===== config.mk =====
export PLATFORM = sky130hd
export DESIGN_NAME = mem_port_arbiter
export DESIGN_NICKNAME = d
export VERILOG_FILES = /design/src/rtl/mem_port_arbiter.sv
export SDC_FILE = /design/constraint.sdc
export NUM_CORES = 1
export LEC_CHECK = 0
export CORE_ASPECT_RATIO = 1.4
export CORE_MARGIN = 3
export CORE_UTILIZATION = 29
export CTS_CLUSTER_SIZE = 10
export DETAILED_ROUTE_END_ITERATION = 10
export GPL_TIMING_DRIVEN = 0
export PLACE_DENSITY = 0.7
export REMOVE_ABC_BUFFERS = 1
export SLEW_MARGIN = 0
export SYNTH_ARGS = -nofsm -noshare
export SYNTH_HDL_FRONTEND = slang
export SYNTH_SLANG_ARGS = --single-unit
export TNS_END_PERCENT = 10

===== constraint.sdc =====
create_clock -name clk -period 3.2 [get_ports clk]
set_input_delay 0.64 -clock clk [delete_from_list [all_inputs] [get_ports clk]]
set_output_delay 0.64 -clock clk [all_outputs]
set_load 0.01 [all_outputs]

===== src/rtl/mem_port_arbiter.sv =====
// Round-robin arbiter sharing memory port B among NUM_REQ requesters, with a
// registered issue stage and a 2-cycle read-return tag pipeline.
// Optional burst lock when MEM_ARB_BURST_LOCK_EN is defined.
module mem_port_arbiter #(
  parameter int DATA_WIDTH = 16,
  parameter int ADDR_WIDTH = 16,
  parameter int NUM_REQ    = 4,
  parameter int MAX_BURST  = 4
) (
  input  logic                             clk,
  input  logic                             reset,
  input  logic [NUM_REQ-1:0]               req,
  input  logic [NUM_REQ-1:0]               we,
  input  logic [NUM_REQ-1:0]               lock,
  input  logic [NUM_REQ*ADDR_WIDTH-1:0]    addr,
  input  logic [NUM_REQ*DATA_WIDTH-1:0]    wdata,
  output logic [NUM_REQ-1:0]               gnt,
  output logic [NUM_REQ-1:0]               rvalid,
  output logic [DATA_WIDTH-1:0]            rdata,
  output logic [ADDR_WIDTH-1:0]            mem_addr,
  output logic [DATA_WIDTH-1:0]            mem_data,
  output logic                             mem_write,
  input  logic [DATA_WIDTH-1:0]            mem_rdata
);

  localparam int PW = (NUM_REQ > 1) ? $clog2(NUM_REQ) : 1;

  logic [PW-1:0]         ptr;
  logic [PW-1:0]         gidx;
  logic [PW-1:0]         gidx_next;
  logic                  found;
  logic                  accept;
  logic [ADDR_WIDTH-1:0] sel_addr;
  logic [DATA_WIDTH-1:0] sel_data;
  logic                  sel_we;
  logic [NUM_REQ-1:0]    rtag;

  // Handshake: requester i presents req[i] with addr/we/wdata held stable;
  // the access transfers on the rising edge where req[i] & gnt[i]. gnt is
  // combinational, so the next request may follow in the very next cycle.
  always_comb begin
    found = 1'b0;
    gidx  = '0;
    for (int k = 0; k < NUM_REQ; k++) begin
      if (!found && req[(int'(ptr) + k) % NUM_REQ]) begin
        found = 1'b1;
        gidx  = PW'((int'(ptr) + k) % NUM_REQ);
      end
    end
  end

  assign accept    = found & reset;
  assign gidx_next = (gidx == PW'(NUM_REQ - 1)) ? '0 : gidx + PW'(1);

  always_comb begin
    gnt      = '0;
    sel_addr = '0;
    sel_data = '0;
    sel_we   = 1'b0;
    for (int i = 0; i < NUM_REQ; i++) begin
      if (accept && gidx == PW'(i)) begin
        gnt[i]   = 1'b1;
        sel_addr = addr[i*ADDR_WIDTH +: ADDR_WIDTH];
        sel_data = wdata[i*DATA_WIDTH +: DATA_WIDTH];
        sel_we   = we[i];
      end
    end
  end

`ifdef MEM_ARB_BURST_LOCK_EN
  localparam int CW = 5;

  logic [CW-1:0] burst_cnt;
  logic [CW-1:0] eff_cnt;
  logic          hold;

  // A grant to anyone other than the current pointer owner starts a fresh burst.
  always_comb begin
    eff_cnt = (gidx == ptr) ? burst_cnt : '0;
    hold    = accept & lock[gidx] & (eff_cnt < CW'(MAX_BURST - 1));
  end

  always_ff @(posedge clk) begin
    if (!reset) begin
      ptr       <= '0;
      burst_cnt <= '0;
    end else if (accept) begin
      if (hold) begin
        ptr       <= gidx;
        burst_cnt <= eff_cnt + CW'(1);
      end else begin
        ptr       <= gidx_next;
        burst_cnt <= '0;
      end
    end
  end
`else
  logic unused_lock;
  assign unused_lock = (^lock) ^ (MAX_BURST > 0);

  always_ff @(posedge clk) begin
    if (!reset) begin
      ptr <= '0;
    end else if (accept) begin
      ptr <= gidx_next;
    end
  end
`endif

  // Issue stage drives port B one cycle after acceptance; rtag marks reads so
  // rvalid lines up with the synchronous RAM output two cycles after accept.
  always_ff @(posedge clk) begin
    if (!reset) begin
      mem_addr  <= '0;
      mem_data  <= '0;
      mem_write <= 1'b0;
      rtag      <= '0;
      rvalid    <= '0;
    end else begin
      mem_write <= accept & sel_we;
      if (accept) begin
        mem_addr <= sel_addr;
        mem_data <= sel_data;
      end
      rtag   <= gnt & ~we;
      rvalid <= rtag;
    end
  end

  assign rdata = mem_rdata;

endmodule

* Word level (Yosys, flattened, before mapping)
Cells that the tools add are included.
Widths: inputs -> output; s select.
** Word-level totals
- Logic and storage cells :: 74
- Register bits :: 43
- Input bits :: 158
** Operators by class
- Add/subtract/negate cells :: 4
- Multiplexer cells :: 36
- Bitwise operators :: 7
- Eq/ne operators :: 3
- $lt $le $gt $ge :: 4
- Reductions and logical operators :: 14
** Operators by type and width (count)
- $mux 16 :: 8
- $mux 1 :: 19
- $lt 3x4->1 const B :: 3
- $mux 2 :: 5
- $bmux 1 s2 :: 4
- $logic_and 1x1->1 :: 7
- $reduce_or 2->1 :: 3
- $add 2x1->2 const B :: 2
- $add 2x2->2 const B :: 2
- $and 4x4->4 :: 1
- $eq 2x2->1 const B :: 2
- $not 4->4 :: 1
- $and 1x1->1 const A :: 3
- $logic_not 1->1 :: 3
- $lt 2x3->1 const B :: 1
- $and 1x1->1 :: 2
- $eq 2x1->1 const B :: 1
- $logic_not 2->1 :: 1

* Logic depth before layout (Yosys ltp)
- Depth in word-level cells :: 21
- Gate-level depth with buffers :: 9
- Depth with buffers taken out :: 7

* Worst setup path before layout
OpenSTA, ideal clock, no wires.
- Path type :: input to output
- Start :: in req[2]
- End :: out gnt[2]
- Path buffers :: 3
- Cell stages on the path :: 8
- Data arrival time :: 2135 ps
- Slack :: 425 ps
- Cells stage by stage :: or2b_1 > a21oi_1 > or3_1 > ha_1 > buf_2 > buf_2 > clkbuf_1 > and3_1
** Between the ends
- Cells in the longest elaborated chain, start to end :: 15
** Ends and longest elaborated chain
- start, declared :: RTL line 12 : input logic [NUM_REQ-1:0] req,
- $bmux 1 s2 :: RTL line 45 : if (!found && req[(int'(ptr) + k) % NUM_REQ]) begin
- $mux 1 (not written as such) :: RTL line 45
- $mux 1 :: RTL line 45
- $logic_not 1->1 :: RTL line 45
- $logic_and 1x1->1 :: RTL line 45
- $mux 1 :: RTL line 45
- $logic_not 1->1 :: RTL line 45
- $logic_and 1x1->1 :: RTL line 45
- $mux 1 :: RTL line 45
- $logic_not 1->1 :: RTL line 45
- $logic_and 1x1->1 :: RTL line 45
- $mux 2 / $mux 1 (equally long branches) :: RTL line 45
- $eq 2x2->1 / $and 1x1->1 (equally long branches) :: RTL line 61, 52
- $logic_and 1x1->1 * :: RTL line 61 : if (accept && gidx == PW'(i)) begin
- $mux 1 * :: RTL line 61
- end, declared :: RTL line 17 : output logic [NUM_REQ-1:0] gnt,
Every way passes the cells marked *; elsewhere a longest branch is shown, timed or not. The select of a mux whose other input is x is not followed.

* Final worst setup path
- Start :: in req[2]
- End :: out gnt[1]
** Between the ends
- Cells in the longest elaborated chain, start to end :: 15
** Ends and longest elaborated chain (RTL line)
- $bmux 1 s2 :: 45
- $mux 1 (not written as such) :: 45
- $mux 1 :: 45
- $logic_not 1->1 :: 45
- $logic_and 1x1->1 :: 45
- $mux 1 :: 45
- $logic_not 1->1 :: 45
- $logic_and 1x1->1 :: 45
- $mux 1 :: 45
- $logic_not 1->1 :: 45
- $logic_and 1x1->1 :: 45
- $mux 2 / $mux 1 (equally long branches) :: 45
- $eq 2x1->1 / $and 1x1->1 (equally long branches) :: 61, 52
- $logic_and 1x1->1 * :: 61
- $mux 1 * :: 61
Marks and branches as above.

==> impl_results.md <==
- Max VDD drop: 0.2216 mV
- GPL Wtd Cong: 0.7221
- Root Buffer: clkbuf_16
- Initial antenna violation count: 0
- Tcrit/Tclk final: 0.9460
- H-tree levels: 2
- Fraction of registers with async set/reset: 0
- Slew Viols, Final: 0
- Largest net degree at the start of global routing: 72
- Register area share after synthesis: 0.3002
- CP endpoint kind: output pin
- Sequential cell area: 860.8 µm²
- Pwr dens: 496.8 nW/µm²
- Routed via count: 3399
- IO Count: 215
- Setup violations, final: 0
- Row cnt: 42
- Commonest non-fill, non-tap cell in the layout: clkdlybuf4s50_1
- Top_reg_cell synth: dfxtp_1
- Total power: 2470 µW
- Vias in the first global route: 3416
- Number of synthesized register bits: 43
- Hold Startpoint: rtag[0]$_SDFF_PN0_
- FILL cells: 923
- Synth cell types: 32
- Hold Crit Depth: 1
- Post-Syn Area: 2868 µm²
- Via density: 5.189
- Chip Width: 90.05 µm
- Total GRT Usage: 0.1973
- RSZ-0062 raised after global routing: no
- Antenna-violating nets left: 0
- Worst skew pair latency: 0.28 ns
- Drt pass-1 iters: 4
- Crit-path max FO: 35
- Area grow syn2layout: 73.34%
- Worst EP arrival: 2.39 ns
- Layout cells sized above 1: 0.07839
- CTS sink cnt: 43
- Detailed Place HPWL: 7376 µm
- Leak: 0.001948 µW
- Total Wirelength: 12120 µm
- Clock skew: 0.004330 ns
- Number of CTS-inserted buffers: 5
- Post-layout util: 0.5198
- Final hold viol count: 0
- Worst setup SP type: input pin
- CTS tree: done
- Starting Density: 0.2998
- Core box area: 9564 µm²
- Worst-margin pin slew: 0.7993 ns
- WS Path Type: input pin to output pin
- Crit Reg-Reg Startpoint: ptr[1]$_SDFFE_PN0P_
- IO buf count: 178
- Drc violations: 0
- Status: complete, no violations
- Gate Count Post-Synth: 375
- Global-route wire length before repair: 17600 µm
- Hold Path Class: flop to flop
- Fmax: 330.3 MHz
- R2R Setup Slk: 0.68 ns
- Post-Syn Area per Cell: 7.647 µm²
- Min Tclk post-route: 3.027 ns
- Worst reg2reg path depth: 8
- Die ar.: 11140 µm²
- Number of diodes: 0
- Clock tree buffer depth: 2
- Fin nets: 684
- Max_cap viols: 0
- Grt total ovfl: 0
- Post-synth EDFFs: 0
- Most frequent cells in the layout: 169 x clkdlybuf4s50_1, 43 x dfxtp_1, 34 x a21oi_1
- YS warnings: 0
- DR iter-0 viols: 128
- Reg2reg end: mem_data[3]$_SDFFE_PN0P_
- Hold Path End: rvalid[0]$_SDFF_PN0_
- Multi-input logic area: 1687 µm²
- Slew HR: 0.4648
- Die H: 123.7 µm
- CTS Hold Bufs: 0
- CP Data Required Time: 2.56 ns
- Routed WL per cell: 18.51 µm
- Clk slew on worst S/H paths: 0.06 ns
[registers in the layout, indices dropped and copies added, names as in the netlist]
| register | flops |
|---|---|
| mem_addr | 16 |
| mem_data | 16 |
| rtag | 4 |
| rvalid | 4 |
| ptr | 2 |
| mem_write | 1 |
[synth_stat cells, types with 2 or more instances]
cell | number | area [µm²]
ha_1 | 4 | 50.05
nand2_1 | 23 | 86.33
nor3b_1 | 2 | 15.01
nand3b_1 | 33 | 247.7
a22o_1 | 11 | 96.34
and3_1 | 4 | 25.02
and2_1 | 4 | 25.02
buf_6 | 5 | 56.30
clkbuf_1 | 25 | 93.84
a31oi_1 | 32 | 200.2
a21oi_1 | 35 | 175.2
o21ai_0 | 32 | 160.2
a21boi_0 | 2 | 15.01
buf_4 | 16 | 120.1
nand3_1 | 11 | 55.05
buf_2 | 8 | 40.04
nor2b_1 | 5 | 31.28
dfxtp_1 | 43 | 860.8
inv_1 | 33 | 123.9
a221o_1 | 22 | 220.2
nand2b_1 | 14 | 87.58
[layout make-up]
type	instances	share of cell area
multi-input combinational	246	0.3393
tap	132	0.03322
sequential	43	0.1732
timing repair buffer	193	0.3994
inverter	33	0.02492
clock inverter	3	0.004782
clock buffer	5	0.02517
[worst max-delay path, stage by stage]
cell            delay [ns]
dlymetal6s2s_1        0.22
or2b_1                0.29
a21oi_4               0.19
nor3_4                0.06
buf_4                 0.16
ha_4                  0.17
buf_16                0.16
and3_1                0.18
dlygate4sd2_1         0.29
[power by group]
group	switching (µW)	internal [µW]	total, µW
Sequential	50.3	639	689
Combinational	564	706	1270
Clock	219	292	511
[worst max path at each step]
stage                     cells after the start                  endpoint  slack, ns  startpoint
final                                         9                    gnt[1]       0.17      req[2]
after global routing                          9                    gnt[2]       0.11      req[0]
after CTS                                     4                    gnt[3]      -0.24      req[2]
after detailed placement                      8  mem_data[2]$_SDFFE_PN0P_      -1.28      req[2]
after global placement                        7                    gnt[3]      -1.97      req[3]
after floorplan                               5                    gnt[2]      -0.33      req[2]
[per-layer routing]
metal,vias up,wire length (µm),track usage
met5,-,54,0.03704
met4,2,123,0.04119
met3,13,1061,0.07855
met2,154,6247,0.3619
met1,1595,4635,0.2131
li1,1635,-,-
[stage by stage]
stage          setup WS [ns]  cells  instance area [µm²]  hold WS [ns]  TNS [ns]
5_1_grt               0.1116    655                 4971        0.4508         0
2_1_floorplan        -0.3311    321                 2557        0.4118   -0.6724
3_3_place_gp          -1.975    631                 4504        0.4147    -52.17
4_1_cts              -0.2422    652                 4943        0.4378   -0.3378
6_report              0.1727    655                 4971        0.4331         0
3_5_place_dp          -1.281    634                 4579        0.4228    -22.63
[logic make-up (layout without fill, tap and decap cells)]
group           Yosys count  in the layout  share of synthesized area
fa+ha+maj                 4              4                    0.01745
simple gates            101            102                     0.2116
compound gates          139            139                     0.3159
flops                    43             43                     0.3002
mux                       1              1                   0.003491
buf+inv                  87            234                     0.1514
[repair_timing]
| action | CTS | global route |
|---|---|---|
| endpoints found under the setup margin | 15 | 6 |
| cloned | 2 | 1 |
| gates resized for setup | 23 | 9 |
| setup buffers | 8 | 2 |
| pin swaps | 6 | 3 |
(Power assumes the default switching activity.)
